[src/rtl/ct_lsu_dcache_ld_tag_arb_if.sv]
// ct_lsu_dcache_ld_tag_arb_if: requester, response and tag-array signals of the load-side tag arbiter
interface ct_lsu_dcache_ld_tag_arb_if #(
    parameter int IDX_W = 9,
    parameter int TAG_W = 54
);
    logic             rf_req;
    logic [IDX_W-1:0] rf_idx;
    logic [1:0]       rf_way_wen;
    logic [TAG_W-1:0] rf_din;
    logic             rf_gnt;
    logic             sn_req;
    logic [IDX_W-1:0] sn_idx;
    logic             sn_gnt;
    logic             ld_req;
    logic [IDX_W-1:0] ld_idx;
    logic             ld_gnt;
    logic             sn_rsp_vld;
    logic             ld_rsp_vld;
    logic [TAG_W-1:0] rsp_data;
    logic             init_done;
    logic             tag_gateclk_en;
    logic             tag_sel_b;
    logic             tag_gwen_b;
    logic [1:0]       tag_wen_b;
    logic [IDX_W-1:0] tag_idx;
    logic [TAG_W-1:0] tag_din;
    logic [TAG_W-1:0] tag_dout;
    modport master (
        output rf_req, rf_idx, rf_way_wen, rf_din, sn_req, sn_idx, ld_req, ld_idx, tag_dout,
        input  rf_gnt, sn_gnt, ld_gnt, sn_rsp_vld, ld_rsp_vld, rsp_data, init_done,
               tag_gateclk_en, tag_sel_b, tag_gwen_b, tag_wen_b, tag_idx, tag_din
    );
    modport slave (
        input  rf_req, rf_idx, rf_way_wen, rf_din, sn_req, sn_idx, ld_req, ld_idx, tag_dout,
        output rf_gnt, sn_gnt, ld_gnt, sn_rsp_vld, ld_rsp_vld, rsp_data, init_done,
               tag_gateclk_en, tag_sel_b, tag_gwen_b, tag_wen_b, tag_idx, tag_din
    );
endinterface

[src/rtl/ct_lsu_dcache_ld_tag_arb.sv]
// ct_lsu_dcache_ld_tag_arb: init sweep plus LD(starved) > RF > SN > LD arbitration of the load-side tag SRAM
module ct_lsu_dcache_ld_tag_arb #(
    parameter int IDX_W   = 9,
    parameter int TAG_W   = 54,
    parameter int AGE_MAX = 7
) (
    input logic forever_cpuclk,
    input logic cpurst_b,
    ct_lsu_dcache_ld_tag_arb_if.slave bus
);
    localparam logic [0:0] INIT = 1'b0;
    localparam logic [0:0] RUN  = 1'b1;

    logic [0:0]       state;
    logic [IDX_W-1:0] init_cnt;
    logic [2:0]       ld_age;
    logic             sn_vld;
    logic             ld_vld;
    logic             in_init;
    logic             in_run;
    logic             starved;
    logic             rf_wr;
    logic             rd;

    always_comb begin
        in_init = cpurst_b && state == INIT;
        in_run  = cpurst_b && state == RUN;
        starved = bus.ld_req && ld_age == 3'(AGE_MAX);
        bus.ld_gnt = in_run && bus.ld_req && (starved || (!bus.rf_req && !bus.sn_req));
        bus.rf_gnt = in_run && bus.rf_req && !starved;
        bus.sn_gnt = in_run && bus.sn_req && !bus.rf_req && !starved;
        // an RF grant with no way enabled is accepted but never touches the array
        rf_wr = bus.rf_gnt && |bus.rf_way_wen;
        rd    = bus.sn_gnt || bus.ld_gnt;
        bus.tag_sel_b      = !(in_init || rf_wr || rd);
        bus.tag_gwen_b     = !(in_init || rf_wr);
        bus.tag_gateclk_en = !bus.tag_sel_b;
        bus.tag_wen_b      = in_init ? 2'b00 : rf_wr ? ~bus.rf_way_wen : 2'b11;
        bus.tag_idx        = in_init ? init_cnt : bus.rf_gnt ? bus.rf_idx :
                             bus.sn_gnt ? bus.sn_idx : bus.ld_gnt ? bus.ld_idx : '0;
        bus.tag_din        = bus.rf_gnt ? bus.rf_din : '0;
        bus.init_done      = in_run;
        bus.rsp_data       = bus.tag_dout;
        bus.sn_rsp_vld     = sn_vld;
        bus.ld_rsp_vld     = ld_vld;
    end

    always_ff @(posedge forever_cpuclk) begin
        if (!cpurst_b) begin
            state    <= INIT;
            init_cnt <= '0;
            ld_age   <= '0;
            sn_vld   <= 1'b0;
            ld_vld   <= 1'b0;
        end else begin
            if (state == INIT) begin
                init_cnt <= init_cnt + 1'b1;
                if (&init_cnt) state <= RUN;
            end
            sn_vld <= bus.sn_gnt;
            ld_vld <= bus.ld_gnt;
            ld_age <= (bus.ld_req && !bus.ld_gnt) ?
                      (ld_age == 3'(AGE_MAX) ? ld_age : ld_age + 3'd1) : 3'd0;
        end
    end
endmodule

[src/flat_wrapper.sv]
// flat-port wrapper written by rule: the top's interface ports become plain ports
module ct_lsu_dcache_ld_tag_arb_flat 
#(
    parameter int IDX_W   = 9,
    parameter int TAG_W   = 54,
    parameter int AGE_MAX = 7
)
  (forever_cpuclk, cpurst_b, bus_rf_req, bus_rf_idx, bus_rf_way_wen, bus_rf_din, bus_sn_req, bus_sn_idx, bus_ld_req, bus_ld_idx, bus_tag_dout, bus_rf_gnt, bus_sn_gnt, bus_ld_gnt, bus_sn_rsp_vld, bus_ld_rsp_vld, bus_rsp_data, bus_init_done, bus_tag_gateclk_en, bus_tag_sel_b, bus_tag_gwen_b, bus_tag_wen_b, bus_tag_idx, bus_tag_din);
  ct_lsu_dcache_ld_tag_arb_if #(.IDX_W(IDX_W), .TAG_W(TAG_W)) bus_i ();
  input logic forever_cpuclk;
  input logic cpurst_b;
  input wire logic [$bits(bus_i.rf_req)-1:0] bus_rf_req;
  input wire logic [$bits(bus_i.rf_idx)-1:0] bus_rf_idx;
  input wire logic [$bits(bus_i.rf_way_wen)-1:0] bus_rf_way_wen;
  input wire logic [$bits(bus_i.rf_din)-1:0] bus_rf_din;
  input wire logic [$bits(bus_i.sn_req)-1:0] bus_sn_req;
  input wire logic [$bits(bus_i.sn_idx)-1:0] bus_sn_idx;
  input wire logic [$bits(bus_i.ld_req)-1:0] bus_ld_req;
  input wire logic [$bits(bus_i.ld_idx)-1:0] bus_ld_idx;
  input wire logic [$bits(bus_i.tag_dout)-1:0] bus_tag_dout;
  output wire logic [$bits(bus_i.rf_gnt)-1:0] bus_rf_gnt;
  output wire logic [$bits(bus_i.sn_gnt)-1:0] bus_sn_gnt;
  output wire logic [$bits(bus_i.ld_gnt)-1:0] bus_ld_gnt;
  output wire logic [$bits(bus_i.sn_rsp_vld)-1:0] bus_sn_rsp_vld;
  output wire logic [$bits(bus_i.ld_rsp_vld)-1:0] bus_ld_rsp_vld;
  output wire logic [$bits(bus_i.rsp_data)-1:0] bus_rsp_data;
  output wire logic [$bits(bus_i.init_done)-1:0] bus_init_done;
  output wire logic [$bits(bus_i.tag_gateclk_en)-1:0] bus_tag_gateclk_en;
  output wire logic [$bits(bus_i.tag_sel_b)-1:0] bus_tag_sel_b;
  output wire logic [$bits(bus_i.tag_gwen_b)-1:0] bus_tag_gwen_b;
  output wire logic [$bits(bus_i.tag_wen_b)-1:0] bus_tag_wen_b;
  output wire logic [$bits(bus_i.tag_idx)-1:0] bus_tag_idx;
  output wire logic [$bits(bus_i.tag_din)-1:0] bus_tag_din;
  assign bus_i.rf_req = bus_rf_req;
  assign bus_i.rf_idx = bus_rf_idx;
  assign bus_i.rf_way_wen = bus_rf_way_wen;
  assign bus_i.rf_din = bus_rf_din;
  assign bus_i.sn_req = bus_sn_req;
  assign bus_i.sn_idx = bus_sn_idx;
  assign bus_i.ld_req = bus_ld_req;
  assign bus_i.ld_idx = bus_ld_idx;
  assign bus_i.tag_dout = bus_tag_dout;
  assign bus_rf_gnt = bus_i.rf_gnt;
  assign bus_sn_gnt = bus_i.sn_gnt;
  assign bus_ld_gnt = bus_i.ld_gnt;
  assign bus_sn_rsp_vld = bus_i.sn_rsp_vld;
  assign bus_ld_rsp_vld = bus_i.ld_rsp_vld;
  assign bus_rsp_data = bus_i.rsp_data;
  assign bus_init_done = bus_i.init_done;
  assign bus_tag_gateclk_en = bus_i.tag_gateclk_en;
  assign bus_tag_sel_b = bus_i.tag_sel_b;
  assign bus_tag_gwen_b = bus_i.tag_gwen_b;
  assign bus_tag_wen_b = bus_i.tag_wen_b;
  assign bus_tag_idx = bus_i.tag_idx;
  assign bus_tag_din = bus_i.tag_din;
  ct_lsu_dcache_ld_tag_arb #(.IDX_W(IDX_W), .TAG_W(TAG_W), .AGE_MAX(AGE_MAX)) u_core (.forever_cpuclk(forever_cpuclk), .cpurst_b(cpurst_b), .bus(bus_i));
endmodule
[config.mk]
export PLATFORM = sky130hd
export DESIGN_NAME = ct_lsu_dcache_ld_tag_arb_flat
export DESIGN_NICKNAME = d
export VERILOG_FILES = /design/src/rtl/ct_lsu_dcache_ld_tag_arb_if.sv /design/src/rtl/ct_lsu_dcache_ld_tag_arb.sv /design/src/flat_wrapper.sv
export SDC_FILE = /design/constraint.sdc
export NUM_CORES = 1
export LEC_CHECK = 0
export ABC_AREA = 0
export CAP_MARGIN = 20
export CORE_AREA = 2 2 105 107
export CTS_BUF_LIST = sky130_fd_sc_hd__clkbuf_2 sky130_fd_sc_hd__clkbuf_4 sky130_fd_sc_hd__clkbuf_8
export DETAILED_ROUTE_END_ITERATION = 7
export DIE_AREA = 0 0 107 109
export GPL_TIMING_DRIVEN = 0
export SKIP_LAST_GASP = 1
export SLEW_MARGIN = 20
export SYNTH_ARGS = -nofsm -noshare
export SYNTH_HDL_FRONTEND = slang
export SYNTH_SLANG_ARGS = --single-unit
[constraint.sdc]
create_clock -name forever_cpuclk -period 2.3 [get_ports forever_cpuclk]
set_clock_uncertainty 0.05 [all_clocks]
set_input_delay 0.46 -clock forever_cpuclk [delete_from_list [all_inputs] [get_ports forever_cpuclk]]
set_output_delay 0.46 -clock forever_cpuclk [all_outputs]
set_load 0.02 [all_outputs]
==> summary.txt <==
Critical path
  – Worst Path Arrival: roughly 1.8 ns
  – Worst r2r src: u_core.init_cnt[0]
  – Flop-to-flop setup slack: around 0.65 ns
  – Critical path fanouts, max: 7
  – Crit. End Element: output port
  – Critical path class: reg -> out
  – Worst setup SP type: flip-flop
  – Reg2reg path depth: 6
  – Required time worst endpoint: between 1.5 and 2 ns
  – RR Endpoint: u_core.init_cnt[8]

Finish
  – Fin nets: between 600 and 700
  – Share of cells above drive strength 1: 0.392
  – Post-route cell area: 4500 um^2
  – Layout Cells excl Fill: between 600 and 700
  – Layout area overhead: 137%

Floorplanning
  – Die Area: between 10000 and 15000 um^2
  – Cell row count: 38
  – DIE HEIGHT: 109 um
  – Die width: around 110 um
  – Initial Utilization: 0.179
  – # IOs: 270
  – Core ar.: roughly 11000 um^2

STA
  – Slew Limit Fails: 0
  – Period utilization: 1.00
  – Slew @ Worst Pin: 0.395 ns
  – RSZ-0062 raised after global routing: true
  – Final min period: ~2.3 ns
  – # setup viols final: 6
  – Slew margin rel.: 0.737
  – F_max: between 400 and 500 MHz
  – Worst setup margin: -0.0106 ns
  – Final Hold Fails: 0

Detailed routing
  – WL/cell: roughly 17 um
  – DRT Pass-1 Iters: 4
  – Met2 wire len: slightly above 5000 um
  – DR vias: roughly 2.7k
  – Vias per cell: around 4.3
  – DRC: 0
  – Highest metal used: met4
  – Final ANT Viol Nets: 0
  – Met3 WL: 1080 um
  – Final WL: 10900 um
  – Post-Route M1 WL: 4600 um
  – Drt initial violations: just under 80

Logic synthesis
  – Syn Nets: between 400 and 500
  – Sequential area share after synthesis: 0.158
  – Synth Warn #: 0
  – Synthesis-stage register bit count: 15
  – Yosys top cell by area: buf_4
  – Cells after synthesis: between 200 and 300
  – Synth Area per Inst: between 7 and 8 um^2
  – Synth top area share: 0.213
  – Synth area leaders: buf_4 21%, and2_1 18%, dfxtp_1 16%, nand4_1 5.9%, a41o_1 4.7%
  – Fraction of registers with async set or reset after synthesis: 0
  – EDFF count, synth: 0
  – Mapped Area: between 1500 and 2000 um^2
  – Distinct cell type count after synthesis: 36
  – Primary FF master, synth: dfxtp_1

GRT
  – Largest net degree at the start of global routing: 11
  – Initial antenna violation count: 1
  – First-pass GRT wire length: about 15000 um
  – Total GRT Usage: 0.169
  – GRT overflow: 0
  – Number of global-route vias before repair: ~2.6k

Placed design
  – Post-place setup slack: -1.01 ns
  – GPL Wtd Cong: roughly 0.85
  – Port Buffers: 215
  – DP HPWL: 9040 um
  – Placed instance area: ~4200 um^2
  – Placed insts: slightly above 600

Min path
  – Hold Crit Class: reg -> reg
  – Hold EP: u_core.ld_age[1]
  – Hold Path Depth: 2
  – Hold Crit Start: u_core.ld_age[1]

Clock tree
  – CTS tree: yes
  – Clock latency on the worst-skew pair: 0.24 ns
  – Clock root cell: clkbuf_8
  – Hold_buf cts: 0
  – Cts bufs inserted: 3
  – CTS sink count: 15
  – Htree depth: 1
  – Clk slew on worst S/H paths: around 0.060 ns
  – Max Root-Sink Buffers: 2

Status
  – Outcome: finished with violations
  – Failing checks: setup timing

Pwr
  – Leak: roughly 0.0021 uW
  – NetSw: about 300 uW
  – Pwr Density: 229 nW/um^2
  – Net Sw Frac: 0.292
  – Flop pwr share: 0.268
  – Clock share of power: 0.215
  – Power share of the combinational group: 0.517
  – Cell Int Power: between 700 and 800 uW
  – Max IR drop VDD: 0.000270 V

Flow run
  – Max_cap viols: 0
cell usage after synthesis, types with 5 or more instances:
| master | count |
|---|---|
| a41o_1 | 9 |
| a21oi_1 | 5 |
| nand4_1 | 18 |
| and2_1 | 55 |
| a31oi_1 | 10 |
| nor2_1 | 13 |
| dfxtp_1 | 15 |
| nor3b_1 | 9 |
| inv_1 | 11 |
| buf_2 | 9 |
| clkbuf_1 | 7 |
| buf_4 | 54 |
registers in the layout (all words and copies together), names as in the netlist:
register	flops
u_core.bus.ld_rsp_vld	1
u_core.bus.sn_rsp_vld	1
u_core.init_cnt	9
u_core.ld_age	3
u_core.state	1
worst max-delay path by stage:
stage	slack, ns	startpoint	to
final	-0.01	u_core.ld_age[0]	bus_tag_din[46]
after detailed placement	-1.01	cpurst_b	bus_tag_din[46]
after global routing	-0.07	u_core.ld_age[0]	bus_tag_din[46]
after floorplan	0.08	u_core.ld_age[0]	bus_tag_wen_b[0]
after global placement	-1.01	cpurst_b	bus_tag_din[46]
after CTS	-0.04	u_core.ld_age[1]	bus_tag_din[46]
placed cells by master (no fill, tap or decap), types with 2 or more instances in the layout:
cell / n
inv_1: 11
clkdlybuf4s50_1: 139
mux2i_1: 4
clkbuf_4: 4
buf_4: 69
clkbuf_1: 2
ha_4: 2
o31ai_1: 2
buf_8: 4
clkdlybuf4s15_1: 2
ha_1: 2
a21oi_1: 3
nand4_1: 18
buf_2: 34
dlygate4sd2_1: 5
nand2_1: 4
and2_4: 19
or4_1: 2
dfxtp_2: 2
xor2_1: 4
and2_1: 36
buf_6: 32
dfxtp_1: 13
clkbuf_16: 4
nor2_1: 13
a21oi_2: 2
a41o_1: 9
clkbuf_2: 2
clkbuf_8: 4
nand3_2: 2
a31oi_1: 9
nor3b_1: 9
through the flow:
stage          hold WS (ns)  TNS (ns)  total power, uW   util
2_1_floorplan         0.415         0              502      -
3_3_place_gp          0.438    -60.34              800  0.399
3_5_place_dp          0.458    -59.46              804  0.399
4_1_cts               0.490    -0.546             1030  0.400
5_1_grt               0.514     -2.08             1080  0.424
6_report              0.484   -0.0344             1030  0.424
cell families (layout without fill, tap and decap cells):
kind of cell             count (synthesis)  in the layout  synth area share
multiplexers                             4              4            0.0211
XOR/XNOR                                 5              5            0.0230
adder cells (fa/ha/maj)                  4              4            0.0263
AO/OA/AOI/OAI                           31             31             0.122
buffers and inverters                   85            314             0.286
AND/OR/NAND/NOR                        114            114             0.363
flip-flops                              15             15             0.158
other                                    0              1                 0
timing repair:
item                                   CTS  global route
pin swaps                                2            20
endpoints found under the hold margin    0             0
resized for setup                      371            74
cloned                                   3             4
buffers inserted                         2             1
setup endpoints to repair               72            52
routing by layer:
metal / up-vias / track usage
met5: - / 0
met4: 0 / 0.00557
met3: 6 / 0.0556
met2: 150 / 0.294
met1: 1229 / 0.216
li1: 1289 / -
worst max-delay path, stage by stage, from the launching register on:
cell	delay (ns)
dfxtp_2	0.34
ha_4	0.16
ha_4	0.17
nand2_4	0.08
and3_4	0.25
buf_12	0.15
clkbuf_16	0.14
and2_4	0.14
buf_6	0.11
power groups by stage:
stage                     registers (uW)  logic [uW]  clock network, uW
final                                276         532                221
after CTS                            276         523                227
after global routing                 276         561                246
after detailed placement             281         524                  0
after global placement               280         521                  0
after floorplan                      278         224                  0
layout make-up:
cell class	instances	area, um^2
Fill cell	1088	6100
Timing Repair Buffer	225	2140
Multi-Input combinational cell	158	1190
Buffer	73	593
Sequential cell	15	303
Tap cell	140	175
Clock buffer	4	48.8
Inverter	12	45.0
Antenna cell	1	2.50
No activity file was read; power rests on OpenSTA's default activity.
